### src/rtl/mmio_console_port.sv
// Memory-mapped console port: decodes M-stage stores to a 16-byte register
// window, queues TXDATA bytes in a first-word-fall-through FIFO and streams
// them out over a valid/ready handshake.
module mmio_console_port #(
  parameter logic [31:0] BASE_ADDR  = 32'hFFFF_0000,
  parameter int unsigned FIFO_DEPTH = 8
) (
  input  logic        clk,
  input  logic        reset,
  input  logic [31:0] addr,
  input  logic [31:0] wdata,
  input  logic        mem_write,
  input  logic        mem_read,
  output logic        hit,
  output logic [31:0] rdata,
  output logic [7:0]  out_byte,
  output logic        out_valid,
  input  logic        out_ready
);

  localparam int unsigned CNT_W = $clog2(FIFO_DEPTH + 1);
  localparam int unsigned PTR_W = $clog2(FIFO_DEPTH);

  typedef enum logic [1:0] {
    OffTxData = 2'd0,
    OffStatus = 2'd1,
    OffCtrl   = 2'd2,
    OffRsvd   = 2'd3
  } offset_e;

  logic [7:0]       mem_q [FIFO_DEPTH];
  logic [PTR_W-1:0] rd_ptr_q, rd_ptr_d;
  logic [PTR_W-1:0] wr_ptr_q, wr_ptr_d;
  logic [CNT_W-1:0] count_q, count_d;
  logic             overflow_q, overflow_d;

  offset_e    offset;
  logic       empty, full;
  logic       push_req, push, pop;
  logic       ctrl_wr, clr_fifo, clr_ovf;
  logic [7:0] count8;
  logic       unused;

  assign hit      = addr[31:4] == BASE_ADDR[31:4];
  assign offset   = offset_e'(addr[3:2]);
  assign empty    = count_q == '0;
  assign full     = count_q == CNT_W'(FIFO_DEPTH);
  assign count8   = 8'(count_q);

  assign push_req = hit & mem_write & (offset == OffTxData);
  assign ctrl_wr  = hit & mem_write & (offset == OffCtrl);
  assign clr_fifo = ctrl_wr & wdata[0];
  assign clr_ovf  = ctrl_wr & wdata[1];

  // A clear discards any pop that would otherwise happen this cycle.
  assign pop      = out_valid & out_ready & ~clr_fifo;
  // When full, a push only fits if the head leaves in the same cycle.
  assign push     = push_req & (~full | pop);

  assign out_valid = ~empty;
  assign out_byte  = empty ? 8'h00 : mem_q[rd_ptr_q];

  assign unused = ^{addr[1:0], wdata[31:8]};

  // Next-state for pointers, occupancy and the sticky overflow flag.
  always_comb begin
    rd_ptr_d   = rd_ptr_q;
    wr_ptr_d   = wr_ptr_q;
    count_d    = count_q;
    overflow_d = overflow_q;
    if (clr_fifo) begin
      rd_ptr_d = '0;
      wr_ptr_d = '0;
      count_d  = '0;
    end else begin
      if (pop) begin
        rd_ptr_d = rd_ptr_q + PTR_W'(1);
      end
      if (push) begin
        wr_ptr_d = wr_ptr_q + PTR_W'(1);
      end
      if (push && !pop) begin
        count_d = count_q + CNT_W'(1);
      end else if (pop && !push) begin
        count_d = count_q - CNT_W'(1);
      end
    end
    if (push_req && full && !pop) begin
      overflow_d = 1'b1;
    end
    // Clear wins over a coincident overflowing push.
    if (clr_ovf) begin
      overflow_d = 1'b0;
    end
  end

  // Control state register with synchronous reset.
  always_ff @(posedge clk) begin
    if (reset) begin
      rd_ptr_q   <= '0;
      wr_ptr_q   <= '0;
      count_q    <= '0;
      overflow_q <= 1'b0;
    end else begin
      rd_ptr_q   <= rd_ptr_d;
      wr_ptr_q   <= wr_ptr_d;
      count_q    <= count_d;
      overflow_q <= overflow_d;
    end
  end

  // Byte storage; contents are don't-care while the slot is unoccupied.
  always_ff @(posedge clk) begin
    if (!reset && push) begin
      mem_q[wr_ptr_q] <= wdata[7:0];
    end
  end

  // Register read mux; only STATUS returns non-zero data.
  always_comb begin
    rdata = '0;
    if (hit && mem_read && (offset == OffStatus)) begin
      rdata = {16'b0, count8, 5'b0, overflow_q, empty, full};
    end
  end

endmodule

### config.mk
export PLATFORM = sky130hd
export DESIGN_NAME = mmio_console_port
export DESIGN_NICKNAME = d
export VERILOG_FILES = /design/src/rtl/mmio_console_port.sv
export SDC_FILE = /design/constraint.sdc
export NUM_CORES = 1
export LEC_CHECK = 0
export BUFFER_PORTS_ARGS = -buffer_cell sky130_fd_sc_hd__clkbuf_2
export CORE_ASPECT_RATIO = 0.8
export CORE_MARGIN = 3
export CORE_UTILIZATION = 35
export DETAILED_ROUTE_END_ITERATION = 8
export PLACE_DENSITY_LB_ADDON = 0.05
export SETUP_SLACK_MARGIN = 0.02
export SYNTH_ARGS = -nofsm -noshare
export SYNTH_HDL_FRONTEND = slang
export SYNTH_SLANG_ARGS = --single-unit
### constraint.sdc
create_clock -name clk -period 3.23 [get_ports clk]
set_clock_uncertainty 0.05 [all_clocks]
set_input_delay 0 -clock clk [delete_from_list [all_inputs] [get_ports clk]]
set_output_delay 0 -clock clk [all_outputs]
set_load 0.01 [all_outputs]
# ---- After elaboration in Yosys (flattened, before gate mapping)
# Memory sizes are Yosys's and may differ from the RTL's. A register that Yosys moved wholly into a read port is not among the register bits.
# Cells that the tools add are included.
dict set report totals {
  regBits 11
  ram_bits 64
  input_bits 69
  out_inout_bits 42
  wordCells 48
  n_memories 1
}
dict set report classes {
  addsub 4
  eq_ne 4
  mux 8
  bitwise 12
  reduce_logical 15
}
# memory words width read_ports rd_clocked_by_memory_dff wr line_no
set memory_table {}
lappend memory_table {mem_q 8 8 1 1 1 31} ;# logic [7:0] mem_q [FIFO_DEPTH];
# cell n
set ops {}
lappend ops {{equality test 28 bit (second input constant)} 1}
lappend ops {{2-to-1 mux 12 bit} 1}
lappend ops {{bitwise AND 1 bit} 8}
lappend ops {{2-to-1 mux 4 bit} 2}
lappend ops {{2-to-1 mux 8 bit} 1}
lappend ops {{logical AND 1 bit} 7}
lappend ops {{adder 3 x 1 -> 3 bit (second input constant)} 2}
lappend ops {{2-to-1 mux 3 bit} 2}
lappend ops {{adder 4 x 1 -> 4 bit (second input constant)} 1}
lappend ops {{equality test 4 bit (second input constant)} 1}
lappend ops {{logical NOT 4 bit} 1}
lappend ops {{OR reduction 2 bit} 2}
lappend ops {{subtractor 4 x 1 -> 4 bit (second input constant)} 1}
lappend ops {{logical NOT 1 bit} 3}
lappend ops {{inverter 1 bit} 3}
lappend ops {{equality test 2 x 1 -> 1 bit (second input constant)} 1}
lappend ops {{equality test 2 bit (second input constant)} 1}
lappend ops {{logical NOT 2 bit} 1}
lappend ops {{2-to-1 mux 1 bit} 2}
lappend ops {{nonzero test 2 bit} 1}
lappend ops {{bitwise OR 1 bit} 1}

# ---- Depth between registers and ports, before layout
dict set report depth {
  depth_word 12
  depth_mapped 13
  depth_no_buf 11
}

# ---- Worst setup path after synthesis
# OpenSTA, ideal clock, no wires.
dict set report synth_path {
  path_kind {in2reg}
  from {input addr[11]}
  to {register count_q[3]}
  setup_ns 0.142
  arrival_ns 2.620
  required_time_ns 3.038
  setup_slack_ns 0.418
  cell_stages 13
  path_buffers 2
  cell_sequence {or4_4 nor4_4 and2_1 buf_6 buf_12 a21o_1 ha_1 inv_1 ha_1 a21o_1 a2111o_1 nand4_1 a221oi_1}
}
dict set report synth_via {
  elab_chain_cells 11
  elab_cells_between_ends 16
  classes_between {eq/ne (1); mux (1); bitwise (8); reduce/logical (6)}
}
# element line_no
set synth_rtl {}
lappend synth_rtl {{start: declaration} 10} ;# input logic [31:0] addr,
lappend synth_rtl {{equality test 28 bit *} 44} ;# assign hit = addr[31:4] == BASE_ADDR[31:4];
lappend synth_rtl {{net hit} 14} ;# output logic hit,
lappend synth_rtl {{bitwise AND 1 bit *} {50, 51}}
lappend synth_rtl {{bitwise AND 1 bit} 51} ;# assign ctrl_wr = hit & mem_write & (offset == OffCtrl);
lappend synth_rtl {{bitwise AND 1 bit} 52} ;# assign clr_fifo = ctrl_wr & wdata[0];
lappend synth_rtl {{inverter 1 bit} 56} ;# assign pop = out_valid & out_ready & ~clr_fifo;
lappend synth_rtl {{bitwise AND 1 bit} 56}
lappend synth_rtl {{bitwise OR 1 bit} 58} ;# assign push = push_req & (~full | pop);
lappend synth_rtl {{bitwise AND 1 bit} 58}
lappend synth_rtl {{logical NOT 1 bit} 84} ;# end else if (pop && !push) begin
lappend synth_rtl {{logical AND 1 bit} 84}
lappend synth_rtl {{nonzero test 2 bit (no source line)} -}
lappend synth_rtl {{end signal: assignment} 107} ;# count_q <= count_d;
lappend synth_rtl {{end: declaration} 34} ;# logic [CNT_W-1:0] count_q, count_d;
# Mark *: on every way through the listed nets, which the timed path passes. The rest lies on a longest branch.
# A chain may end at the register's enable or synchronous reset.

# ---- Worst setup path in the final report
dict set report layout_path {
  from {input addr[3]}
  to {register count_q[3]}
}
dict set report layout_via {
  elab_chain_cells 10
  elab_cells_between_ends 16
  classes_between {eq/ne (1); mux (1); bitwise (7); reduce/logical (7)}
}
# element line_no
set layout_rtl {}
lappend layout_rtl {{equality test 2 bit} 51}
lappend layout_rtl {{bitwise AND 1 bit} 51}
lappend layout_rtl {{bitwise AND 1 bit} 52}
lappend layout_rtl {{inverter 1 bit} 56}
lappend layout_rtl {{bitwise AND 1 bit} 56}
lappend layout_rtl {{bitwise OR 1 bit} 58}
lappend layout_rtl {{bitwise AND 1 bit} 58}
lappend layout_rtl {{logical NOT 1 bit} 84}
lappend layout_rtl {{logical AND 1 bit} 84}
lappend layout_rtl {{nonzero test 2 bit (no source line)} -}
# Several ways; a longest one is shown, not always the timed one.

==> impl_metrics.toml <==
[yosys]
synth_top_area_share_pct = 51.5
yosysWarnings = 0
synth_top_flop_cell = "edfxtp_1"
syn-cell-area_um2 = 3730
synth.most_common_cell = "edfxtp_1"
ys_ff_latch = 78
synthDistinctLibCells = 52
seq_area_frac_synth_pct = 59.0
avgSynthCellArea_um2 = 14.8
synth_area_leaders = "edfxtp_1 51%, mux4_2 9.6%, dfxtp_1 7.5%, buf_4 5.0%, mux2i_1 2.7%"
synth_edf_count = 64
postSynthCellCount = 253
synth_common_cells = "64 x edfxtp_1, 25 x buf_4, 16 x mux4_2, 14 x dfxtp_1"
async_flop_share_pct = 0
yosys.area.top_type = "edfxtp_1"

[clocking]
clock_sinks = 78
cts-root-buf = "clkbuf_16"
clock_latency_ns = 0.33
cts.path.max_buffers = 2
postCtsSetupRepairBufs = 0
cts_tree = "yes"
cts_inserted_buffers = 9
clk_pin_slew_ns = 0.06
cts_max_level = 3
ctsHoldBuffers = 11
post_cts_resized = 0

[worst_hold_path]
min_from = "addr[22]"
hold_class = "in -> reg"

[critical_path]
crit_buf_inv = 4
crit_type = "in -> reg"
reg2reg_from = "count_q[3]"
cp-end-kind = "register"
worst_setup_path_start_kind = "primary input"
critical_path_required_ns = 3.37
crit_chain = "dlygate4sd3_1, clkbuf_2, or3b_1, a21oi_1, nand3_2, inv_1, ha_1, inv_1, ha_1, a21o_1, a2111o_1, nand4_1, a221oi_1"
cp_data_arrival_time_ns = 2.91
cp_slowest_cell = "dlygate4sd3_1"
worst-path-max-fanout = 4
critPathLaunch = "addr[3]"
max_stage_delay_ns = 0.53
crit_family = "compound AO/OA/AOI/OAI gates"

[sta]
hold_viol_final = 0
slew_viol_final = 0
setup-violations-final = 0
layout_min_cycle_time_ns = 2.77
period_share_pct = 85.6
rsz0062_at_grt = "false"
tns_ns = 0
setup_ws_ns = 0.464
fmax_mhz = 362
tightest_slew_ns = 0.811
slew_headroom_pct = 45.9

[floorplanning]
num_rows = 33
dieWidth_um = 121
dieArea_um2 = 12000
core_um2 = 10300
die_h_um = 98.4
start_util_pct = 36.2
io_pins = 111

[detailed_routing]
ant_nets = 0
drc = 0
vias = 2352
drt_wl_total_mm = 7.75
avgRoutedWirePerCell_um = 16.1
vias_per_cell = 4.89
first_pass_iters = 4
drt-initial-drc-count = 185

[power]
vdd_drop_max_uv = 241
p_per_area_nw_per_um2 = 467
leakage_nw = 1.66

[layout]
drive_gt1_share_pct = 33.7
fin_util_pct = 44.2
fillers = 966
antenna_cells = 0
syn_to_final_growth_pct = 22.1
fin_nets = 411
final_cells = 481

[placement]
io_buffers = 59
post-place-cells = 454
place_ws_ns = 0.301
gp_congestion = 0.722
hpwl_mm = 5.34

[run]
maxCapViolations = 0

[global_route]
gr-usage-all-layers_pct = 13.6
globalRouteOverflowTotal = 0
grt_max_degree = 17
grt_pass1_wl_mm = 12.2
antenna_found_initial = 0
first_global_vias = 2251

[run_status]
outcome = "complete, no violations"
==> metrics by stage <==
step | power (mW) | hold WS, ns | cell area (µm²)
after floorplan | 1.16 | 0.0489 | 3820
after global placement | 1.18 | 0.240 | 4170
after detailed placement | 1.18 | 0.248 | 4170
after CTS | 2.15 | 0.0769 | 4560
after global routing | 2.22 | 0.0873 | 4560
final | 2.13 | 0.0822 | 4560
==> cell usage in the layout (no fill, tap or decap), types with 6 or more instances in the layout <==
cell,count
edfxtp_1,64
clkbuf_2,59
conb_1,25
mux4_2,16
dfxtp_1,14
buf_4,13
nand2_1,11
nor2_1,11
dlygate4sd3_1,11
mux2i_1,10
clkbuf_16,9
a211oi_1,8
nor3_1,6
==> routing by layer <==
metal | vias to the layer above | track usage (%) | wire [µm]
met3 | 5 | 4.81 | 443
li1 | 1117 | - | -
met4 | 0 | 2.67 | 60
met2 | 70 | 20.0 | 3500
met5 | - | 0 | 0
met1 | 1160 | 19.7 | 3750
==> final timing paths <==
path	slack, ns	cells past startpoint	to
setup / recovery	0.46	13	count_q[3]
hold reg to reg	0.45	2	rd_ptr_q[1]
setup reg to reg	0.49	11	count_q[3]
hold / removal	0.08	5	wr_ptr_q[0]
==> state kept, by name, summed over array words and instances, names as in the netlist, named ones only <==
| signal | flops |
|---|---|
| rd_ptr_q | 3 |
| mem_q | 64 |
| overflow_q | 1 |
| count_q | 4 |
| wr_ptr_q | 3 |
==> cells by family (layout without fill, tap and decap cells) <==
family                     Yosys count  after routing  share of synthesized area, %
DFF                                 78             78                          59.0
and+or+nand+nor                     74             74                          13.2
buffers and inverters               40            104                          7.24
muxes                               26             26                          12.3
AOI/OAI and AO/OA                   24             24                          5.06
adders and majority gates            6              6                          2.21
xor gates and xnor gates             4              4                         0.938
other                                1             25                         0.100
==> worst register-to-register path, delay by kind of cell (launching register included) <==
| family | cells | cell delay (ns) |
|---|---|---|
| compound gates | 4 | 0.82 |
| simple gates | 3 | 0.54 |
| flops | 1 | 0.49 |
| fa+ha+maj | 2 | 0.47 |
| buf+inv | 2 | 0.21 |
==> report_power, final <==
group | total [mW] | internal [mW] | switching [mW]
clock network | 0.962 | 0.596 | 0.366
logic | 0.0797 | 0.0325 | 0.0472
registers | 1.09 | 1.09 | 0.000000000144
==> area by class of cell <==
| cell class | count | area [µm²] | area share [%] |
|---|---|---|---|
| clock buffers | 12 | 236 | 5.19 |
| clock inverters | 4 | 47.5 | 1.04 |
| inverters | 5 | 18.8 | 0.412 |
| multi-input cells | 159 | 1380 | 30.2 |
| flip-flops and latches | 78 | 2200 | 48.3 |
| well taps | 140 | 175 | 3.84 |
| repair buffers | 83 | 503 | 11.0 |
Note: power is estimated with default switching activity, not from simulation.
